## src/rtl/if_pkg.sv

```systemverilog
// Shared defaults and helpers for the instruction-fetch prefetch unit.
// Counter width covers 0..DEPTH inclusive.
package if_pkg;

   localparam logic [31:0] RESET_VECTOR_DEF = 32'hBFC00000;
   localparam int          INCR_DEF         = 4;
   localparam logic [31:0] NOP              = 32'h0;

   function automatic int cnt_w(input int depth);
      return $clog2(depth + 1);
   endfunction

endpackage

```

## src/rtl/if_prefetch_unit_if.sv

```systemverilog
// Bus bundle between the fetch unit, the instruction memory and the ID stage.
// The master modport is the fetch unit; the slave modport is its environment.
interface if_prefetch_unit_if #(
   parameter int ADDR_W  = 32,
   parameter int INSTR_W = 32
);
   logic               STALL;
   logic [ADDR_W-1:0]  AltPC_IN;
   logic               AltPCEnable_IN;
   logic [ADDR_W-1:0]  InstructionAddress_OUT;
   logic               IMReq_OUT;
   logic               IMReady_IN;
   logic               IMValid_IN;
   logic [INSTR_W-1:0] Instruction_IN;
   logic               Valid_OUT;
   logic [INSTR_W-1:0] Instruction_OUT;
   logic [ADDR_W-1:0]  InstructionAddressPlus4_OUT;

   modport master (
      input  STALL, AltPC_IN, AltPCEnable_IN, IMReady_IN, IMValid_IN, Instruction_IN,
      output InstructionAddress_OUT, IMReq_OUT, Valid_OUT, Instruction_OUT,
             InstructionAddressPlus4_OUT
   );

   modport slave (
      output STALL, AltPC_IN, AltPCEnable_IN, IMReady_IN, IMValid_IN, Instruction_IN,
      input  InstructionAddress_OUT, IMReq_OUT, Valid_OUT, Instruction_OUT,
             InstructionAddressPlus4_OUT
   );

endinterface

```

## src/rtl/if_prefetch_fifo.sv

```systemverilog
// Synchronous FIFO with a single-cycle flush. The head stays readable in the
// flush cycle, so a pop coinciding with a flush still delivers its entry.
module if_prefetch_fifo
   import if_pkg::*;
#(
   parameter int WIDTH = 32,
   parameter int DEPTH = 4,
   localparam int CW = cnt_w(DEPTH)
) (
   input  logic             clk,
   input  logic             rst_n,
   input  logic             push,
   input  logic [WIDTH-1:0] push_data,
   input  logic             pop,
   input  logic             flush,
   output logic [WIDTH-1:0] head_data,
   output logic [CW-1:0]    count
);

   localparam int PW = (DEPTH > 1) ? $clog2(DEPTH) : 1;

   logic [WIDTH-1:0] mem [DEPTH];
   logic [PW-1:0]    rd_ptr;
   logic [PW-1:0]    wr_ptr;
   logic [CW-1:0]    cnt;
   logic             do_pop;
   logic             do_push;

   assign do_pop  = pop && (cnt != '0);
   assign do_push = push && !flush && ((cnt != CW'(DEPTH)) || do_pop);

   always_ff @(posedge clk) begin
      if (do_push) mem[wr_ptr] <= push_data;
   end

   // DEPTH is a power of two, so the pointers wrap naturally
   always_ff @(posedge clk or negedge rst_n) begin
      if (!rst_n) begin
         rd_ptr <= '0;
         wr_ptr <= '0;
         cnt    <= '0;
      end else if (flush) begin
         rd_ptr <= '0;
         wr_ptr <= '0;
         cnt    <= '0;
      end else begin
         if (do_push) wr_ptr <= wr_ptr + PW'(1);
         if (do_pop)  rd_ptr <= rd_ptr + PW'(1);
         case ({do_push, do_pop})
            2'b10:   cnt <= cnt + CW'(1);
            2'b01:   cnt <= cnt - CW'(1);
            default: cnt <= cnt;
         endcase
      end
   end

   assign head_data = mem[rd_ptr];
   assign count     = cnt;

endmodule

```

## src/rtl/if_prefetch_unit.sv

```systemverilog
// Instruction-fetch stage with a DEPTH-entry prefetch queue, in-order IM
// responses, and redirect handling that keeps the delay slot and drops stale data.
module if_prefetch_unit
   import if_pkg::*;
#(
   parameter int                ADDR_W       = 32,
   parameter int                INSTR_W      = 32,
   parameter int                DEPTH        = 4,
   parameter logic [ADDR_W-1:0] RESET_VECTOR = ADDR_W'(RESET_VECTOR_DEF),
   parameter int                INCR         = INCR_DEF
) (
   input  logic               CLOCK,
   input  logic               RESET,
   if_prefetch_unit_if.master bus
);

   localparam int CW = cnt_w(DEPTH);

   logic [ADDR_W-1:0]         pc;
   logic [CW-1:0]             occ;
   logic [CW-1:0]             outst;
   logic [CW-1:0]             outst_nxt;
   logic [CW-1:0]             squash;
   logic [CW-1:0]             squash_nxt;
   logic [CW:0]               credit_used;
   logic                      issue;
   logic                      resp;
   logic                      enq;
   logic                      pop;
   logic                      redirect;
   logic [ADDR_W-1:0]         tag_head;
   logic [INSTR_W+ADDR_W-1:0] q_head;
   logic [INSTR_W-1:0]        q_instr;
   logic [ADDR_W-1:0]         q_plus;

   // Credits count both queued entries and requests still in flight
   assign credit_used   = (CW+1)'(occ) + (CW+1)'(outst);
   assign bus.IMReq_OUT = credit_used < (CW+1)'(DEPTH);

   assign issue    = bus.IMReq_OUT && bus.IMReady_IN;
   assign resp     = bus.IMValid_IN && (outst != '0);
   assign redirect = bus.AltPCEnable_IN;
   assign enq      = resp && (squash == '0) && !redirect;
   assign pop      = (occ != '0) && !bus.STALL;

   always_comb begin
      outst_nxt = outst;
      if (issue && !resp)      outst_nxt = outst + CW'(1);
      else if (!issue && resp) outst_nxt = outst - CW'(1);

      // Every request still unanswered after a redirect belongs to the old stream
      squash_nxt = squash;
      if (redirect)                   squash_nxt = outst_nxt;
      else if (resp && squash != '0)  squash_nxt = squash - CW'(1);
   end

   always_ff @(posedge CLOCK or negedge RESET) begin
      if (!RESET) begin
         pc     <= RESET_VECTOR;
         squash <= '0;
      end else begin
         squash <= squash_nxt;
         if (redirect)   pc <= bus.AltPC_IN;
         else if (issue) pc <= pc + ADDR_W'(INCR);
      end
   end

   // The tag queue's occupancy is the outstanding-request count
   if_prefetch_fifo #(
      .WIDTH (ADDR_W),
      .DEPTH (DEPTH)
   ) u_tag_q (
      .clk       (CLOCK),
      .rst_n     (RESET),
      .push      (issue),
      .push_data (pc),
      .pop       (resp),
      .flush     (1'b0),
      .head_data (tag_head),
      .count     (outst)
   );

   if_prefetch_fifo #(
      .WIDTH (INSTR_W + ADDR_W),
      .DEPTH (DEPTH)
   ) u_instr_q (
      .clk       (CLOCK),
      .rst_n     (RESET),
      .push      (enq),
      .push_data ({bus.Instruction_IN, tag_head + ADDR_W'(INCR)}),
      .pop       (pop),
      .flush     (redirect),
      .head_data (q_head),
      .count     (occ)
   );

   assign {q_instr, q_plus} = q_head;

   assign bus.InstructionAddress_OUT      = pc;
   assign bus.Valid_OUT                   = (occ != '0);
   assign bus.Instruction_OUT             = bus.Valid_OUT ? q_instr : INSTR_W'(NOP);
   assign bus.InstructionAddressPlus4_OUT = bus.Valid_OUT ? q_plus : '0;

endmodule

```

## src/flat_wrapper.sv

```systemverilog
// flat-port wrapper written by rule: the top's interface ports become plain ports
module if_prefetch_unit_flat import if_pkg::*;
#(
   parameter int                ADDR_W       = 32,
   parameter int                INSTR_W      = 32,
   parameter int                DEPTH        = 4,
   parameter logic [ADDR_W-1:0] RESET_VECTOR = ADDR_W'(RESET_VECTOR_DEF),
   parameter int                INCR         = INCR_DEF
)
  (CLOCK, RESET, bus_STALL, bus_AltPC_IN, bus_AltPCEnable_IN, bus_IMReady_IN, bus_IMValid_IN, bus_Instruction_IN, bus_InstructionAddress_OUT, bus_IMReq_OUT, bus_Valid_OUT, bus_Instruction_OUT, bus_InstructionAddressPlus4_OUT);
  if_prefetch_unit_if #(.ADDR_W(ADDR_W), .INSTR_W(INSTR_W)) bus_i ();
  input  logic CLOCK;
  input  logic RESET;
  input wire logic [$bits(bus_i.STALL)-1:0] bus_STALL;
  input wire logic [$bits(bus_i.AltPC_IN)-1:0] bus_AltPC_IN;
  input wire logic [$bits(bus_i.AltPCEnable_IN)-1:0] bus_AltPCEnable_IN;
  input wire logic [$bits(bus_i.IMReady_IN)-1:0] bus_IMReady_IN;
  input wire logic [$bits(bus_i.IMValid_IN)-1:0] bus_IMValid_IN;
  input wire logic [$bits(bus_i.Instruction_IN)-1:0] bus_Instruction_IN;
  output wire logic [$bits(bus_i.InstructionAddress_OUT)-1:0] bus_InstructionAddress_OUT;
  output wire logic [$bits(bus_i.IMReq_OUT)-1:0] bus_IMReq_OUT;
  output wire logic [$bits(bus_i.Valid_OUT)-1:0] bus_Valid_OUT;
  output wire logic [$bits(bus_i.Instruction_OUT)-1:0] bus_Instruction_OUT;
  output wire logic [$bits(bus_i.InstructionAddressPlus4_OUT)-1:0] bus_InstructionAddressPlus4_OUT;
  assign bus_i.STALL = bus_STALL;
  assign bus_i.AltPC_IN = bus_AltPC_IN;
  assign bus_i.AltPCEnable_IN = bus_AltPCEnable_IN;
  assign bus_i.IMReady_IN = bus_IMReady_IN;
  assign bus_i.IMValid_IN = bus_IMValid_IN;
  assign bus_i.Instruction_IN = bus_Instruction_IN;
  assign bus_InstructionAddress_OUT = bus_i.InstructionAddress_OUT;
  assign bus_IMReq_OUT = bus_i.IMReq_OUT;
  assign bus_Valid_OUT = bus_i.Valid_OUT;
  assign bus_Instruction_OUT = bus_i.Instruction_OUT;
  assign bus_InstructionAddressPlus4_OUT = bus_i.InstructionAddressPlus4_OUT;
  if_prefetch_unit #(.ADDR_W(ADDR_W), .INSTR_W(INSTR_W), .DEPTH(DEPTH), .RESET_VECTOR(RESET_VECTOR), .INCR(INCR)) u_core (.CLOCK(CLOCK), .RESET(RESET), .bus(bus_i));
endmodule
```

## config.mk

```make
export PLATFORM = sky130hd
export DESIGN_NAME = if_prefetch_unit_flat
export DESIGN_NICKNAME = d
export VERILOG_FILES = /design/src/rtl/if_pkg.sv /design/src/rtl/if_prefetch_unit_if.sv /design/src/rtl/if_prefetch_fifo.sv /design/src/rtl/if_prefetch_unit.sv /design/src/flat_wrapper.sv
export SDC_FILE = /design/constraint.sdc
export NUM_CORES = 1
export LEC_CHECK = 0
export CORE_MARGIN = 2
export CORE_UTILIZATION = 60
export CTS_CLUSTER_SIZE = 24
export DETAILED_ROUTE_END_ITERATION = 6
export PLACE_DENSITY = 0.81
export SYNTH_ARGS = -nofsm -noshare
export SYNTH_HDL_FRONTEND = slang
export SYNTH_SLANG_ARGS = --single-unit
```

## constraint.sdc

```tcl
create_clock -name CLOCK -period 7.9 [get_ports CLOCK]
set_input_delay 0.79 -clock CLOCK [delete_from_list [all_inputs] [get_ports CLOCK]]
set_output_delay 0.79 -clock CLOCK [all_outputs]
set_load 0.02 [all_outputs]
```

==> run_results.csv, run 1 <==
group,metric,value,unit
clocking,clockBufferDepth,3,
routing,vias,9447,
critical_path,reg2reg_depth,6,
min_path,min-delay-path-class,"in -> async",
clocking,clk_pin_slew,0.06,ns
clocking,cts_sinks,433,
power_and_ir_drop,p_sw_share,30.5,%
critical_path,worstPathArrival,3.44,ns
timing,setup_viol,0,
timing,min_period_over_period,53.5,%
power_and_ir_drop,p_comb_share,30.8,%
power_and_ir_drop,seqPwrFrac,42.1,%
clocking,numCtsBuffers,43,
clocking,hold_buffers,0,
timing,worstMarginPinSlew,0.991,ns
synthesis,synth_nets,1084,
placement,dpl.hpwl,20600,µm
floorplan,fp.dieW,177,µm
floorplan,die_h,177,µm
critical_path,required,7.11,ns
synthesis,synth_edf_count,384,
critical_path,end_kind,"output port",
synthesis,synth_area,0.0179,mm²
grt,antenna_found_initial,0,
routing,wl,34100,µm
layout,area_delta_synth_final,19.2,%
grt,first_global_vias,9757,
synthesis,ys_seq_area_share,71.2,%
clocking,htreeDepth,2,
layout,fin_util,72.3,%
clocking,postCtsSetupRepairBufs,0,
synthesis,ys_warn_count,0,
grt,grt_max_degree,68,
critical_path,setup.worst_path.start_class,"register",
layout,final_nets,1264,
timing,hold_violations,0,
floorplan,core_area,0.0296,mm²
synthesis,synth_ff_type,"edfxtp_1",
timing,layout_min_cycle_time,4.23,ns
layout,diodes,0,
routing,ant_nets,0,
synthesis,synth_cell_type_count,57,
power_and_ir_drop,internal-power,0.00508,W
routing,wire_per_inst,21.3,µm
power_and_ir_drop,p_sw,0.00223,W
synthesis,synth-seq-cells,433,
placement,gp_congestion,0.823,
status,run_status,"completed",
timing,fin_setup_tns,0,ns
timing,max_freq,0.236,GHz
routing,drt_first_iter_violations,772,
routing,firstDrtPassIters,4,
routing,routed_via_density,5.92,
timing,slew-limit-headroom,33.7,%
synthesis,synth-async-reset-ratio,11.3,%
grt,grt_pass1_wl,53500,µm
timing,timing.final.max_slew_violations,0,
clocking,clock-root-buffer,"clkbuf_16",
routing,drc,0,
clocking,cts_tree,"yes",
power_and_ir_drop,leakage,6.99,nW
grt,grt_overflow,0,
clocking,cts_resized,0,
placement,io_buffer_count,167,
clocking,clock_latency,0.54,ns
floorplan,rows,63,
job,max-cap-violations,0,
critical_path,path_class,"reg -> out",
critical_path,cp_max_fo,43,
power_and_ir_drop,vdd_ir_drop_max,220,µV
floorplan,dieArea,0.0313,mm²
timing,finClkSkew,0.0238,ns
timing,holdWs,0.334,ns
power_and_ir_drop,clkPwrFrac,27.1,%
floorplan,start_util,60.7,%
synthesis,syn_inst,996,
synthesis,synth.avg_cell_area,18.0,µm²
floorplan,boundaryPins,168,
grt,grt_usage,22.5,%
power_and_ir_drop,cellPowerDensity,342,mW/mm²
layout,drive_gt1_share,17.5,%
timing,rsz0062_at_grt,"false",
## per-layer routing
| metal | routed length, µm | global-route usage [%] | vias up |
|---|---|---|---|
| met3 | 1980 | 3.80 | 43 |
| met4 | 471 | 5.17 | 0 |
| li1 | - | - | 4257 |
| met5 | 0 | 0 | - |
| met2 | 17000 | 37.3 | 324 |
| met1 | 14600 | 32.1 | 4823 |
## power groups by stage
stage                     clock (W)  combinational [W]  sequential (W)
final                       0.00198            0.00225         0.00308
after global routing        0.00211            0.00244         0.00311
after CTS                   0.00201            0.00228         0.00308
after detailed placement          0            0.00226         0.00312
after global placement            0            0.00222         0.00311
after floorplan                   0            0.00156         0.00302
## state kept, by name, summed over array words and instances (netlist names)
name / cells
u_core.u_instr_q.mem: 256
u_core.u_tag_q.mem: 128
u_core.bus.InstructionAddress_OUT: 32
u_core.squash: 3
u_core.u_instr_q.count: 3
u_core.u_tag_q.count: 3
u_core.u_instr_q.rd_ptr: 2
u_core.u_instr_q.wr_ptr: 2
u_core.u_tag_q.rd_ptr: 2
u_core.u_tag_q.wr_ptr: 2
## layout make-up
cell class / count / area (µm²)
Clock inverter: 18 / 161
Timing Repair Buffer: 181 / 1770
Tap cell: 390 / 488
Clock buffer: 58 / 1240
Sequential cell: 433 / 12800
Fill cell: 1798 / 8190
Inverter: 23 / 86.3
Multi-Input combinational cell: 494 / 4860
## Yosys cell counts, types with 2 or more instances
cell type,count,area (µm²)
edfxtp_1,384,11500
mux4_2,89,2000
and2_1,74,463
nand2_1,56,210
xnor2_1,46,403
dfrtp_1,40,1000
o21ai_0,34,170
clkbuf_1,24,90.1
nor2_1,24,90.1
inv_1,23,86.3
nand3_1,22,110
ha_1,17,213
nand4_1,16,100
xor2_1,16,140
nor4_1,11,68.8
dfstp_2,9,236
nor3_1,9,45.0
buf_1,8,30.0
buf_2,8,40.0
a31oi_1,7,43.8
mux4_1,7,184
and3_1,6,37.5
mux2_2,5,56.3
a21oi_1,4,20.0
and4_1,4,35.0
or4_1,4,30.0
a311oi_1,3,26.3
mux2i_1,3,30.0
nand2b_1,3,18.8
nand4_4,3,63.8
nor2_2,3,18.8
o31ai_1,3,22.5
or3_1,3,18.8
buf_4,2,15.0
buf_6,2,22.5
nor3_2,2,20.0
nor3b_1,2,15.0
## logic make-up (layout without fill, tap and decap cells)
family                   count (synthesis)  count (layout)  share of synthesized area [%]
AO/OA/AOI/OAI                           59              59                           1.93
adder cells (fa/ha/maj)                 18              18                           1.30
multiplexers                           104             104                           12.7
flip-flops                             433             433                           71.2
AND/OR/NAND/NOR                        251             251                           8.05
buffers and inverters                   69             280                           1.78
XOR/XNOR                                62              62                           3.03
## cell usage in the layout (no fill, tap or decap), types with 4 or more instances in the layout
master	instances
buf_4	14
and4_1	4
clkinv_1	5
clkdlybuf4s50_1	165
clkbuf_16	46
clkbuf_8	4
nand3_1	22
inv_1	22
dfstp_2	9
edfxtp_1	384
mux2_2	5
or4_1	4
clkbuf_1	8
nand4_1	16
dfrtp_1	36
a31oi_1	7
xor2_1	16
o21ai_0	34
and2_1	70
nor2_2	7
mux4_1	7
and3_1	6
nor4_1	11
nand2_1	56
mux4_2	89
xnor2_1	46
clkinv_2	6
nor3_1	9
nor2_1	20
ha_1	17
a21oi_1	4
and2_2	4
## metrics by stage
step                      cells  total power [W]  setup slack (ns)  instance area (µm²)
after floorplan             996          0.00458              4.28                17900
after global placement     1521          0.00532              4.15                20000
after detailed placement   1521          0.00539              4.06                20000
after CTS                  1597          0.00738              3.57                21400
after global routing       1597          0.00766              3.43                21400
final                      1597          0.00731              3.67                21400
## path summary, 6_finish.rpt
| path | from | endpoint | slack (ns) |
|---|---|---|---|
| max | u_core.u_instr_q.rd_ptr[0]$_DFFE_PN0P_ | bus_InstructionAddressPlus4_OUT[21] | 3.67 |
| min | RESET | u_core.u_tag_q.count[1]$_DFFE_PN0P_ | 0.33 |
| max reg2reg | u_core.u_tag_q.count[2]$_DFFE_PN0P_ | u_core.u_tag_q.mem[2][15]$_DFFE_PP_ | 4.51 |
| min reg2reg | u_core.u_tag_q.wr_ptr[0]$_DFFE_PN0P_ | u_core.u_tag_q.wr_ptr[0]$_DFFE_PN0P_ | 0.53 |
| max in group asynchronous | RESET | u_core.u_instr_q.rd_ptr[0]$_DFFE_PN0P_ | 7.07 |
| min in group CLOCK | u_core.u_tag_q.wr_ptr[0]$_DFFE_PN0P_ | u_core.u_tag_q.wr_ptr[0]$_DFFE_PN0P_ | 0.53 |
## critical path: stages, from the launching register on
cell and delay [ns]:
dfrtp_4 0.73, buf_4 0.74, mux4_2 0.59, and2_1 0.20, clkdlybuf4s50_1 0.55
Power figures use the tool's default switching activity.
==> inputs of run 2 (changes only) <==
CORE_UTILIZATION = 57   (was 60)
PLACE_DENSITY = 0.77   (was 0.81)
clock period = 4.3 ns   (was 7.9 ns; I/O delays follow)
==> run_results.csv, run 2 (synthesis gave the netlist of run 1 again) <==
group,metric,value,unit
clocking,clock_latency,0.54,ns
routing,drc,0,
power_and_ir_drop,vdd_ir_drop_max,523,µV
critical_path,end_kind,"output port",
routing,wl_met3,1950,µm
layout,diodes,0,
clocking,numCtsBuffers,42,
critical_path,path_class,"reg -> out",
critical_path,r2r-end,"u_core.u_instr_q.mem[3][3]$_DFFE_PP_",
critical_path,setup.worst_path.start_class,"register",
layout,drive_gt1_share,17.5,%
layout,instances_no_fill,1612,
timing,rsz0062_at_grt,"false",
clocking,cts_tree,"yes",
grt,grt_max_degree,67,
timing,worstMarginPinSlew,0.759,ns
grt,grt_usage,22.2,%
timing,setup_viol,0,
power_and_ir_drop,seqPwrFrac,41.2,%
timing,timing.final.max_slew_violations,0,
grt,antenna_found_initial,0,
timing,hold_violations,0,
clocking,hold_buffers,1,
routing,wire_per_inst,22.1,µm
floorplan,core_area,0.0307,mm²
power_and_ir_drop,power,0.0137,W
timing,max_freq,0.293,GHz
placement,dp.cells,1535,
timing,min_period_over_period,79.3,%
grt,first_global_vias,9748,
layout,layout_common_cells,"384 x edfxtp_1, 165 x clkdlybuf4s50_1, 89 x mux4_2",
floorplan,boundaryPins,168,
layout,area_delta_synth_final,20.4,%
timing,slew-limit-headroom,49.0,%
critical_path,required,3.87,ns
floorplan,start_util,58.3,%
job,max-cap-violations,0,
status,run_status,"completed",
critical_path,cp_max_fo,26,
power_and_ir_drop,cellPowerDensity,635,mW/mm²
routing,routed_via_density,5.92,
power_and_ir_drop,p_sw_share,30.1,%
clocking,cts_sinks,433,
clocking,htreeDepth,2,
routing,drt_first_iter_violations,717,
floorplan,fp.dieW,181,µm
power_and_ir_drop,leakage,7.07,nW
critical_path,r2r-start,"u_core.u_tag_q.count[0]$_DFFE_PN0P_",
grt,grt_pass1_wl,55800,µm
critical_path,worstPathArrival,2.98,ns
clocking,clockBufferDepth,3,
power_and_ir_drop,p_comb_share,30.8,%
placement,io_buffer_count,167,
routing,met2_length,17800,µm
min_path,min-delay-path-class,"in -> async",
floorplan,die_h,181,µm
clocking,clock-root-buffer,"clkbuf_16",
layout,top_register,"u_core.u_instr_q.mem",
routing,wl,35700,µm
power_and_ir_drop,clkPwrFrac,28.0,%
power_and_ir_drop,p_sw,0.00412,W
layout,final_nets,1272,
layout,layout_commonest_cell,"edfxtp_1",
routing,firstDrtPassIters,5,
routing,vias,9539,
clocking,postCtsSetupRepairBufs,0,
routing,wl_met1,15200,µm
timing,finClkSkew,0.0169,ns
routing,ant_nets,0,
timing,layout_min_cycle_time,3.41,ns
timing,fin_setup_tns,0,ns
routing,dr.max_layer_used,"met4",
clocking,clk_pin_slew,0.07,ns
placement,dpl.hpwl,21700,µm
floorplan,rows,64,
layout,largest_reg_flops,256,
floorplan,dieArea,0.0329,mm²
power_and_ir_drop,internal-power,0.00959,W
critical_path,reg2reg_depth,8,
critical_path,ff2ff_setup_slack,1.29,ns
placement,gp_congestion,0.812,
clocking,cts_resized,0,
grt,grt_overflow,0,
==> run 2: critical path, cell delays in order, from the launching register on <==
cell,delay (ns)
dfrtp_4,0.75
buf_4,0.39
mux4_2,0.55
and2_1,0.19
clkdlybuf4s50_1,0.54
==> run 2: power groups by stage <==
stage / combinational [W] / clock, W / sequential, W
after global placement: 0.00416 / 0 / 0.00571
after floorplan: 0.00286 / 0 / 0.00555
final: 0.00422 / 0.00384 / 0.00565
after detailed placement: 0.00424 / 0 / 0.00573
after CTS: 0.00427 / 0.00391 / 0.00566
after global routing: 0.00454 / 0.00407 / 0.00571
==> run 2: layout make-up <==
cell class / count / area [µm²]
Sequential cell: 433 / 12800
Inverter: 23 / 86.3
Tap cell: 396 / 495
Clock inverter: 20 / 280
Timing Repair Buffer: 190 / 1920
Clock buffer: 56 / 1180
Fill cell: 1933 / 9160
Multi-Input combinational cell: 494 / 4860
==> run 2: worst max path at each step <==
stage,start,endpoint,slack [ns],depth (start not counted)
floorplan,u_core.u_tag_q.count[1]$_DFFE_PN0P_,u_core.u_instr_q.mem[0][0]$_DFFE_PP_,0.88,7
global placement,bus_IMValid_IN,u_core.u_instr_q.mem[3][7]$_DFFE_PP_,1.27,6
detailed placement,bus_IMValid_IN,u_core.u_instr_q.mem[3][7]$_DFFE_PP_,1.22,6
CTS,u_core.u_instr_q.rd_ptr[0]$_DFFE_PN0P_,bus_InstructionAddressPlus4_OUT[24],0.81,4
global route,u_core.u_instr_q.rd_ptr[0]$_DFFE_PN0P_,bus_InstructionAddressPlus4_OUT[21],0.72,4
finish,u_core.u_instr_q.rd_ptr[0]$_DFFE_PN0P_,bus_InstructionAddressPlus4_OUT[24],0.89,4
==> run 2: stage by stage <==
stage	hold slack, ns	utilization, %	instance area (µm²)	setup WS, ns
2_1_floorplan	0.134	-	17900	0.876
3_3_place_gp	0.353	65.5	20100	1.27
3_5_place_dp	0.358	65.5	20100	1.22
4_1_cts	0.313	70.2	21600	0.809
5_1_grt	0.337	70.2	21600	0.722
6_report	0.321	70.2	21600	0.891
==> run 2: routing by layer <==
metal,GRT usage (%),vias to the layer above
met5,0,-
met4,6.08,0
met3,3.29,58
met2,36.5,353
met1,31.4,4854
li1,-,4274
==> RTL change (settings of run 1) <==
`INSTR_W` is set to 32 in 3 places; all go to 48.
--- a/src/rtl/if_prefetch_unit_if.sv
+++ b/src/rtl/if_prefetch_unit_if.sv
@@ -2,7 +2,7 @@
 // The master modport is the fetch unit; the slave modport is its environment.
 interface if_prefetch_unit_if #(
    parameter int ADDR_W  = 32,
-   parameter int INSTR_W = 32
+   parameter int INSTR_W = 48
 );
    logic               STALL;
    logic [ADDR_W-1:0]  AltPC_IN;
--- a/src/rtl/if_prefetch_unit.sv
+++ b/src/rtl/if_prefetch_unit.sv
@@ -4,7 +4,7 @@
    import if_pkg::*;
 #(
    parameter int                ADDR_W       = 32,
-   parameter int                INSTR_W      = 32,
+   parameter int                INSTR_W      = 48,
    parameter int                DEPTH        = 4,
    parameter logic [ADDR_W-1:0] RESET_VECTOR = ADDR_W'(RESET_VECTOR_DEF),
    parameter int                INCR         = INCR_DEF
--- a/src/flat_wrapper.sv
+++ b/src/flat_wrapper.sv
@@ -2,7 +2,7 @@
 module if_prefetch_unit_flat import if_pkg::*;
 #(
    parameter int                ADDR_W       = 32,
-   parameter int                INSTR_W      = 32,
+   parameter int                INSTR_W      = 48,
    parameter int                DEPTH        = 4,
    parameter logic [ADDR_W-1:0] RESET_VECTOR = ADDR_W'(RESET_VECTOR_DEF),
    parameter int                INCR         = INCR_DEF
Interface: changed (resized bus_Instruction_IN and bus_Instruction_OUT); port bits go from 168 to 200. The function was not compared with the original's and may differ.
==> RTL change against run 1 <==
Routed wire length increased by 18%. Area after synthesis rose by 13%. Count of clock-buffer cells in the layout up 3. Sequential cell count is 64 higher. Power is 14% higher. Final cell count increased by 12%. Die area is 13% higher. Final area rose by 13%. Worst setup slack got worse by 0.29 ns. Critical endpoint is now bus_InstructionAddressPlus4_OUT[27]. Largest power group unchanged. Highest routed layer unchanged.
==> RTL change: results (changes against run 1) <==
| Metric | Value |
|---|---|
| Final Wtd Congestion | 0.826 (was 0.823) |
| Async SR Flop Fraction | 0.0986 (was 0.113) |
| R2R cell count | 8 (was 6) |
| DP Area | 22700 um2 (was 20000 um2) |
| Gr usage total | 0.234 (was 0.225) |
| First-pass GRT wire length | 62900 um (was 53500 um) |
| Reg-to-reg endpoint | u_core.u_instr_q.mem[1][17] (was u_core.u_tag_q.mem[2][15]) |
| Result of the run | finished clean (unchanged) |
| Proportion of layout cells with a drive suffix above 1 | 0.175 (about the same) |
| Initial DRC count | 1045 (was 772) |
| Flop2flop setup slack | 4.16 ns (was 4.51 ns) |
| Crit path max fanout | 49 (was 43) |
| Via count | 10700 (was 9447) |
| Largest register FFs | 320 (was 256) |
| Library cells used by synthesis | 51 (was 57) |
| CP endpoint | bus_InstructionAddressPlus4_OUT[27] (was bus_InstructionAddressPlus4_OUT[21]) |
| Port-buffer cells | 199 (was 167) |
| Signal arrival time at the worst endpoint | 3.73 ns (was 3.44 ns) |
| Filler Cells Inserted | 1999 (was 1798) |
| Post-Route WL | 40300 um (was 34100 um) |
| Worst slew pin tran | 1.05 ns (was 0.991 ns) |
| Post-layout worst setup margin | 3.38 ns (was 3.67 ns) |
| DP Wirelength | 24300 um (was 20600 um) |
| Reg-to-reg startpoint | u_core.u_tag_q.count[1] (was u_core.u_tag_q.count[2]) |
| Number of flops mapped to enable cells by yosys | 448 (was 384) |
| Nets | 1411 (was 1264) |
| VDD IR max | 192 uV (was 220 uV) |
## RTL change: cell types whose count changed in the layout (fill, tap and decap cells not counted), moves of 10 or more
cell | run 1 | this run
edfxtp_1 | 384 | 448
mux4_2 | 89 | 112
clkdlybuf4s50_1 | 165 | 197
nand4_1 | 16 | 26
and2_1 | 70 | 86
## RTL change: kinds of logic after synthesis
family | after synthesis | share of synthesized area
flip-flops | 497 | 0.725
AND/OR/NAND/NOR | 260 | 0.0720
multiplexers | 122 | 0.130
buffers and inverters | 79 | 0.0171
AO/OA/AOI/OAI | 63 | 0.0186
XOR/XNOR | 59 | 0.0255
adder cells (fa/ha/maj) | 18 | 0.0115
## RTL change: worst min path at each step
stage | to | slack [ns] | cells after the start
2_1_floorplan | u_core.bus.InstructionAddress_OUT[0] | 0.49 | 0
3_3_place_gp | u_core.u_tag_q.mem[3][1] | 0.52 | 0
3_5_place_dp | u_core.u_tag_q.wr_ptr[0] | 0.53 | 1
4_1_cts | u_core.bus.InstructionAddress_OUT[19] | 0.36 | 2
5_1_grt | u_core.bus.InstructionAddress_OUT[19] | 0.41 | 2
6_report | u_core.bus.InstructionAddress_OUT[19] | 0.36 | 2
## RTL change: per-layer routing
metal / track usage / vias to the layer above / share of wire
met5: 0 / - / 0
met4: 0.0615 / 0 / 0.016
met3: 0.0329 / 51 / 0.058
met2: 0.389 / 404 / 0.51
met1: 0.332 / 5454 / 0.42
li1: - / 4744 / -
## RTL change: layout make-up
class                           instances  area [um2]  area share
Tap cell                              448         561      0.0231
Sequential cell                       497       14700       0.606
Multi-Input combinational cell        522        5240       0.216
Clock inverter                         26         275      0.0114
Inverter                               25        93.8     0.00387
Clock buffer                           61        1290      0.0532
Timing Repair Buffer                  214        2090      0.0864
## RTL change: power breakdown
group,internal [uW],switching [uW]
Clock,1320,927
Combinational,1230,1390
Sequential,3260,219
## RTL change: critical path, cell delays in order (launching register included)
cell and delay [ns]:
dfrtp_4 0.90, buf_4 0.84, mux4_2 0.63, and2_1 0.21, clkdlybuf4s50_1 0.55
## RTL change: through the flow
stage	cells	utilization	power, uW
finish	1793	0.727	8350
global route	1793	0.727	8710
detailed placement	1706	0.680	6140
floorplan	1098	-	5160
CTS	1793	0.727	8410
global placement	1706	0.680	6070
